===== config.mk =====
export PLATFORM = sky130hd
export DESIGN_NAME = ddr_burst_writer
export DESIGN_NICKNAME = d
export VERILOG_FILES = /design/src/rtl/ddr_writer_pkg.sv /design/src/rtl/but_sync_edge.sv /design/src/rtl/ddr_burst_writer.sv
export SDC_FILE = /design/constraint.sdc
export NUM_CORES = 1
export LEC_CHECK = 0
export BUFFER_PORTS_ARGS = -buffer_cell sky130_fd_sc_hd__clkbuf_2
export CAP_MARGIN = 20
export CORE_MARGIN = 1
export CORE_UTILIZATION = 55
export CTS_CLUSTER_DIAMETER = 150
export DETAILED_ROUTE_END_ITERATION = 12
export PLACE_DENSITY_LB_ADDON = 0.25
export SYNTH_ARGS = -nofsm -noshare
export SYNTH_HDL_FRONTEND = slang
export SYNTH_SLANG_ARGS = --single-unit

===== constraint.sdc =====
create_clock -name clk -period 9 [get_ports clk]
set_input_delay 0.45 -clock clk [delete_from_list [all_inputs] [get_ports clk]]
set_output_delay 0.45 -clock clk [all_outputs]
set_load 0.02 [all_outputs]

===== src/rtl/ddr_writer_pkg.sv =====
// Shared definitions for the DDR burst writer: FSM state encoding,
// data-pattern mode constants and the word counter width.
package ddr_writer_pkg;

    typedef enum logic [1:0] {
        ST_IDLE      = 2'd0,
        ST_FILL      = 2'd1,
        ST_GO        = 2'd2,
        ST_WAIT_DONE = 2'd3
    } state_e;

    // Data pattern selection
    localparam int unsigned MODE_CONST = 0;  // every word equals SEED
    localparam int unsigned MODE_INCR  = 1;  // SEED + running word count

    // Word counter wide enough for BURST_LEN up to 256
    localparam int unsigned CNT_W = 9;

endpackage


===== src/rtl/but_sync_edge.sv =====
// Two-flop synchroniser for an asynchronous push-button plus a rising-edge
// detector on the synchronised level.
//   clk      in  clock
//   reset    in  synchronous active-high reset
//   async_in in  asynchronous level input
//   rise_c   out one-cycle pulse on a synchronised 0->1 transition
module but_sync_edge (
    input  logic clk,
    input  logic reset,
    input  logic async_in,
    output logic rise_c
);

    logic meta_q, meta_d;
    logic sync_q, sync_d;
    logic prev_q, prev_d;

    // Shift chain: metastability stage, synchronised level, previous level
    always_comb begin
        meta_d = async_in;
        sync_d = meta_q;
        prev_d = sync_q;
    end

    always_ff @(posedge clk) begin
        if (reset) begin
            meta_q <= 1'b0;
            sync_q <= 1'b0;
            prev_q <= 1'b0;
        end else begin
            meta_q <= meta_d;
            sync_q <= sync_d;
            prev_q <= prev_d;
        end
    end

    assign rise_c = sync_q & ~prev_q;

endmodule


===== src/rtl/ddr_burst_writer.sv =====
// Button-triggered burst writer feeding a DDR write master: fills BURST_LEN
// words into the master buffer, pulses go, waits for done, then advances the
// burst address inside a wrapping window.
//   clk, reset                      clock, synchronous active-high reset
//   but0                            asynchronous start request
//   master_crtl_done                write master burst complete
//   master_user_buffer_full         write master buffer back-pressure
//   master_crtl_fixed_location      constant 0
//   master_crtl_write_base          current burst byte address
//   master_crtl_lenght              burst byte count
//   master_crtl_go                  one-cycle burst start pulse
//   master_user_write_buffer        buffer write strobe (combinational on full)
//   master_user_buffer_input_data   buffer write data
//   busy, led                       high whenever not idle
//   bursts_done                     completed-burst counter
module ddr_burst_writer #(
    parameter int unsigned ADDR_W       = 32,
    parameter int unsigned DATA_W       = 32,
    parameter int unsigned BURST_LEN    = 4,
    parameter logic [63:0] BASE_ADDR    = 64'h1000_0000,
    parameter int unsigned REGION_BYTES = 4096,
    parameter int unsigned MODE         = 0,
    parameter int unsigned SEED         = 13
) (
    input  logic              clk,
    input  logic              reset,
    input  logic              but0,
    input  logic              master_crtl_done,
    input  logic              master_user_buffer_full,
    output logic              master_crtl_fixed_location,
    output logic [ADDR_W-1:0] master_crtl_write_base,
    output logic [ADDR_W-1:0] master_crtl_lenght,
    output logic              master_crtl_go,
    output logic              master_user_write_buffer,
    output logic [DATA_W-1:0] master_user_buffer_input_data,
    output logic              busy,
    output logic [15:0]       bursts_done,
    output logic              led
);

    import ddr_writer_pkg::*;

    localparam int unsigned       BURST_BYTES = BURST_LEN * DATA_W / 8;
    localparam logic [ADDR_W-1:0] BURST_A     = ADDR_W'(BURST_BYTES);
    localparam logic [ADDR_W-1:0] BASE_A      = BASE_ADDR[ADDR_W-1:0];
    localparam logic [ADDR_W-1:0] END_A       = BASE_A + ADDR_W'(REGION_BYTES);
    localparam logic [DATA_W-1:0] SEED_D      = DATA_W'(SEED);
    localparam logic [CNT_W-1:0]  LAST_WORD   = CNT_W'(BURST_LEN - 1);

    state_e              state_q, state_d;
    logic [ADDR_W-1:0]   base_q, base_d;
    logic [DATA_W-1:0]   data_q, data_d;
    logic [CNT_W-1:0]    cnt_q, cnt_d;
    logic                pend_q, pend_d;
    logic [15:0]         bursts_q, bursts_d;

    logic                start_c;
    logic                go_c;
    logic                wr_c;
    logic                busy_c;
    logic [ADDR_W-1:0]   base_sum_c;

    but_sync_edge u_but_sync (
        .clk      (clk),
        .reset    (reset),
        .async_in (but0),
        .rise_c   (start_c)
    );

    // State register
    always_ff @(posedge clk) begin
        if (reset) begin
            state_q <= ST_IDLE;
        end else begin
            state_q <= state_d;
        end
    end

    // Next-state logic
    always_comb begin
        state_d = state_q;
        case (state_q)
            ST_IDLE:      if (start_c || pend_q) state_d = ST_FILL;
            ST_FILL:      if (wr_c && (cnt_q == LAST_WORD)) state_d = ST_GO;
            ST_GO:        state_d = ST_WAIT_DONE;
            ST_WAIT_DONE: if (master_crtl_done) state_d = ST_IDLE;
            default:      state_d = ST_IDLE;
        endcase
    end

    // State-decoded outputs; the write strobe follows buffer-full directly
    always_comb begin
        go_c   = 1'b0;
        wr_c   = 1'b0;
        busy_c = 1'b1;
        case (state_q)
            ST_IDLE: busy_c = 1'b0;
            ST_FILL: wr_c   = ~master_user_buffer_full;
            ST_GO:   go_c   = 1'b1;
            default: ;
        endcase
    end

    // Address advance with wrap back to the window base
    always_comb begin
        base_sum_c = base_q + BURST_A;
        if (base_sum_c == END_A) begin
            base_sum_c = BASE_A;
        end
    end

    // Datapath next values
    always_comb begin
        base_d   = base_q;
        data_d   = data_q;
        cnt_d    = cnt_q;
        bursts_d = bursts_q;
        // Pending survives only while busy; it is consumed by leaving IDLE
        pend_d   = busy_c ? (pend_q | start_c) : 1'b0;

        if (wr_c) begin
            cnt_d = (cnt_q == LAST_WORD) ? '0 : cnt_q + CNT_W'(1);
            if (MODE == MODE_INCR) begin
                data_d = data_q + DATA_W'(1);
            end
        end

        if ((state_q == ST_WAIT_DONE) && master_crtl_done) begin
            base_d   = base_sum_c;
            bursts_d = bursts_q + 16'd1;
        end
    end

    always_ff @(posedge clk) begin
        if (reset) begin
            base_q   <= BASE_A;
            data_q   <= SEED_D;
            cnt_q    <= '0;
            pend_q   <= 1'b0;
            bursts_q <= '0;
        end else begin
            base_q   <= base_d;
            data_q   <= data_d;
            cnt_q    <= cnt_d;
            pend_q   <= pend_d;
            bursts_q <= bursts_d;
        end
    end

    assign master_crtl_fixed_location    = 1'b0;
    assign master_crtl_write_base        = base_q;
    assign master_crtl_lenght            = BURST_A;
    assign master_crtl_go                = go_c;
    assign master_user_write_buffer      = wr_c;
    assign master_user_buffer_input_data = data_q;
    assign busy                          = busy_c;
    assign led                           = busy_c;
    assign bursts_done                   = bursts_q;

endmodule


* Word level (Yosys, flattened, before mapping)
Cells that the tools add are included.
** Operators by class
- Add/sub/neg operators :: 3
- $mul :: 0
- Div/mod/pow operators :: 0
- Order comparisons :: 0
- Eq/ne operators :: 8
- Shift-type cells :: 0
- Mux-type cells :: 9
- Bitwise gates (word level) :: 4
- Reduce and logical (&&, ||, !) cells :: 6
** Operators with widths (count)
- adder 32 x 5 -> 32 bit, second input constant :: 1
- equality test 32 x 29 -> 1 bit, second input constant :: 1
- 2-to-1 mux 32 bit :: 1
- adder 16 x 1 -> 16 bit, second input constant :: 1
- adder 9 x 1 -> 9 bit, second input constant :: 1
- equality test 9 x 2 -> 1 bit, second input constant :: 1
- 2-to-1 mux 9 bit :: 1
- case mux 2 bit (4 select lines) :: 1
- 2-to-1 mux 2 bit :: 3
- inequality test 2 bit, second input constant :: 3
- equality test 2 bit, second input constant :: 2
- 2-to-1 mux 1 bit :: 3
- AND reduction 3 bit :: 1
- equality test 2 x 1 -> 1 bit, second input constant :: 1
- logical AND 1 bit :: 2
- zero test 2 bit :: 1
- inverter 1 bit :: 2
- OR reduction 2 bit :: 1
- bitwise AND 1 bit :: 1
- logical OR 1 bit :: 1
- OR 1 bit :: 1
** Storage, ports and cells
- Flip-flop bits (word level) :: 63
- Latch bits :: 0
- Bits in writable memories :: 0
- Memory bits (read-only) :: 0
- Input port bits :: 5
- Memories :: 0

* Depth between registers and ports, before layout
- Depth after elaboration :: 5
- Depth in mapped cells :: 10
- Depth with buffers taken out :: 8

* By module
A second synthesis with hierarchy kept.
** Second synthesis, totals
- Cell total of the unflattened synthesis :: 444
- Area total of the unflattened synthesis :: 3676.0 um^2
** By module, submodules not included
- ddr_burst_writer :: instances 1, cells an instance 437, area each 3588.4 um^2
- but_sync_edge :: instances 1, cells an instance 7, area each 87.6 um^2

* Least setup slack after synthesis
No wires, ideal clock.
- Kind :: reg-to-reg
- From :: register base_q[12], in the netlist master_crtl_write_base[12]
- To :: register base_q[11], in the netlist master_crtl_write_base[11]
- Library setup time :: 115 ps
- Data arrival time :: 2991 ps
- Data required time :: 8885 ps
- Path slack :: 5894 ps
- Cell stages (with the launch flop) :: 11
- Clock period less this slack :: 3106 ps
- Cells stage by stage :: dfxtp_1 buf_2 nand4_1 or4_1 clkbuf_2 nor4b_2 o211ai_1 or4_4 o31ai_4 buf_6 nor2_1
** On the way
- Word-level cells in the longest chain between the ends :: 3
** Ends and longest elaborated chain
- start, declared :: line ddr_burst_writer.sv:51 : logic [ADDR_W-1:0] base_q, base_d;
- start signal, assigned :: line ddr_burst_writer.sv:142 : base_q <= base_d;
- adder 32 x 5 -> 32 bit :: line ddr_burst_writer.sv:106 : base_sum_c = base_q + BURST_A;
- equality test 32 x 29 -> 1 bit :: line ddr_burst_writer.sv:107 : if (base_sum_c == END_A) begin
- 2-to-1 mux 32 bit :: line ddr_burst_writer.sv:107
No other way between the ends.
A chain may end at the register's enable or synchronous reset.

* Worst setup path in the final report
- From :: register base_q[4], in the netlist master_crtl_write_base[4]
- To :: register base_q[11], in the netlist master_crtl_write_base[11]
** On the way
- Word-level cells in the longest chain between the ends :: 3
** Ends and longest elaborated chain (line)
- adder 32 x 5 -> 32 bit (*) :: ddr_burst_writer.sv:106
- equality test 32 x 29 -> 1 bit :: ddr_burst_writer.sv:107
- 2-to-1 mux 32 bit (*) :: ddr_burst_writer.sv:107
Mark *: on every way between the ends. The rest lies on a longest branch, timed or not.

==> flow_summary.ini <==
[outcome]
outcome = finished clean

[timing]
final_hold_viol_count = 0
worst_pin_slew_ns = 0.793
drv_slew = 0
fin_tns_setup_ns = 0
fmax_mhz = 294
finClkSkew_ns = 0.0126
setup_viol = 0
timing.final.crit_share_pct = 37.8
rsz0062_at_grt = no
setup_ws_ns = 5.59
slew_headroom_pct = 46.6
period_minus_slack_ns = 3.41
whs_ns = 0.325

[yosys]
ys_top_cells_by_area = dfxtp_1, buf_4, xor2_1
synthDominantCellAreaShare_pct = 33.3
synth_cell_types = 48
ys.flop_type = dfxtp_1
yosysWarningCount = 0
synth_common_cells = buf_4, nor2_1, dfxtp_1
yosysSeqAreaShare_pct = 33.3
yosys.area.top_type = dfxtp_1
async_flop_share_pct = 0
ys_ff_latch = 59
synth_cells = 428
synth.avg_cell_area_sq_um = 8.28
syn-cell-area_sq_um = 3540
synth_enable_flop_cells = 0
synth_most_common_cell = buf_4

[route]
vias = 2741
drt_iter0_drc = 74
avgRoutedWirePerCell_microns = 12.3
viasPerCell = 5.02
drc_errors = 0
wl_microns = 6710
final_antenna_net_count = 0
first_pass_iters = 4

[global_route]
antenna_found_initial = 0
grt_use_total_pct = 20.7
first_global_vias = 2368
grt-ovfl-total = 0
grt_pass1_wl_microns = 10600
met1_usage_pct = 24.0
use_met3_pct = 6.26
grt_max_degree = 35
busiest_layer = met2
met2_usage_pct = 35.9

[setup_path]
r2r_end = master_crtl_write_base[11]
arrival_ns = 3.61
cp-start-kind = register
worstPathMaxFanout = 17
required_ns = 9.20
ff2ff_setup_slack_ns = 5.59
crit_type = register to register
rr_worst_depth = 8
r2r_start = master_crtl_write_base[4]
end_kind = register

[clocking]
post-cts-setup-buffers = 0
cts_resized = 0
cts_buffer_depth = 2
path_clk_slew_ns = 0.07
htree_levels = 3
insertion_delay_ns = 0.35
cts_tree = yes
cts_buffers = 9
hold_buffers = 0
clock_sinks = 59
root_buffer = clkbuf_8

[power]
p_leak_nw = 1.63
power.total_mw = 0.626
peakVddDrop_v = 0.000120
power_density_nw_per_um2 = 167

[cells_and_area]
stdcell_area_sq_um = 3750
n_fill_cell = 553
area_growth_pct = 5.90
final_net_count = 478
layout-drive-gt1-share_pct = 15.9
n_antenna_cell = 0

[floorplanning]
die_w_microns = 82.3
start_util_pct = 58.5
die-area_sq_um = 6770
core_sq_um = 6060
rows = 28
pin_count = 122
die_y_microns = 82.3

[hold_path]
holdPathStages = 2
min_from = but0
hold_end = u_but_sync.meta_q
hp-class = primary input to register

[placed_design]
gp_congestion = 0.939
dpl_cell_area_sq_um = 3530
place_ws_ns = 5.61
io_buffers = 52
hpwlAfterDp_microns = 4740

[job]
max_cap_violations = 0
[placed cells by master (no fill, tap or decap), types with 2 or more instances in the layout]
cell type	instances
and3_1	8
nor2_1	63
a211oi_1	4
bufinv_16	2
dfxtp_1	59
clkbuf_8	9
and4_1	4
nand4_1	11
xor2_1	38
nor3_1	11
inv_6	2
nor2b_1	6
a221o_1	2
conb_1	69
o211ai_1	2
clkbuf_2	52
nand3_1	22
nand2_1	29
or4_1	3
a31oi_1	3
a21oi_1	4
mux2i_1	4
inv_1	8
nor4_1	7
ha_1	7
xnor2_1	19
[state kept, by name (all words and copies together) (netlist names)]
| name | flops |
|---|---|
| u_but_sync.prev_d | 1 |
| bursts_done | 16 |
| u_but_sync.meta_q | 1 |
| pend_q | 1 |
| state_q | 2 |
| master_crtl_write_base | 28 |
| u_but_sync.prev_q | 1 |
| cnt_q | 9 |
[worst max path at each step]
stage,cells after the start,endpoint,slack (ns),startpoint
6_report,8,master_crtl_write_base[11],5.59,master_crtl_write_base[4]
5_1_grt,8,master_crtl_write_base[19],5.34,master_crtl_write_base[4]
4_1_cts,7,master_crtl_write_base[29],5.59,master_crtl_write_base[12]
3_5_place_dp,7,master_crtl_write_base[29],5.61,master_crtl_write_base[12]
3_3_place_gp,7,master_crtl_write_base[27],5.70,master_crtl_write_base[12]
2_1_floorplan,10,master_crtl_write_base[11],5.89,master_crtl_write_base[12]
[cell type report]
type,count,area (sq um),area share [%]
clock buffer,9,124,3.30
sequential,59,1180,31.5
multi-input combinational,336,1960,52.4
clock inverter,7,98.8,2.63
inverter,8,30.0,0.800
timing repair buffer,52,260,6.94
tap,75,93.8,2.50
[kinds of logic after synthesis]
kind of cell	share of synthesized area [%]
AND/OR/NAND/NOR	24.4
buffers and inverters	18.3
flip-flops	33.3
XOR/XNOR	14.1
AO/OA/AOI/OAI	6.00
adder cells (fa/ha/maj)	2.47
multiplexers	1.13
other	0.212
[metrics by stage]
stage | utilization (%) | std cells
final | 61.9 | 546
after global placement | 58.2 | 530
after global routing | 61.9 | 546
after detailed placement | 58.2 | 530
after floorplan | - | 495
after CTS | 61.9 | 546
[where the power goes]
group / total (mW) / leakage, nW / switching [mW] / internal (mW)
Sequential: 0.271 / 0.476 / 0.00480 / 0.267
Combinational: 0.0830 / 1.04 / 0.0620 / 0.0209
Clock: 0.272 / 0.110 / 0.114 / 0.158
[critical path, stage by stage, from the launching register on]
cell,delay [ns]
dfxtp_1,0.46
ha_1,0.24
nand3_1,0.26
nor4_2,0.53
nand2_1,0.11
a221o_1,0.36
or4_4,0.54
o31ai_4,0.65
nor2_1,0.12
[layer usage]
layer	part of all wire [%]	vias to the layer above
met5	0	-
met4	1.2	0
met3	5.2	12
met2	49	84
met1	45	1269
li1	-	1376
(Power assumes the default switching activity.)
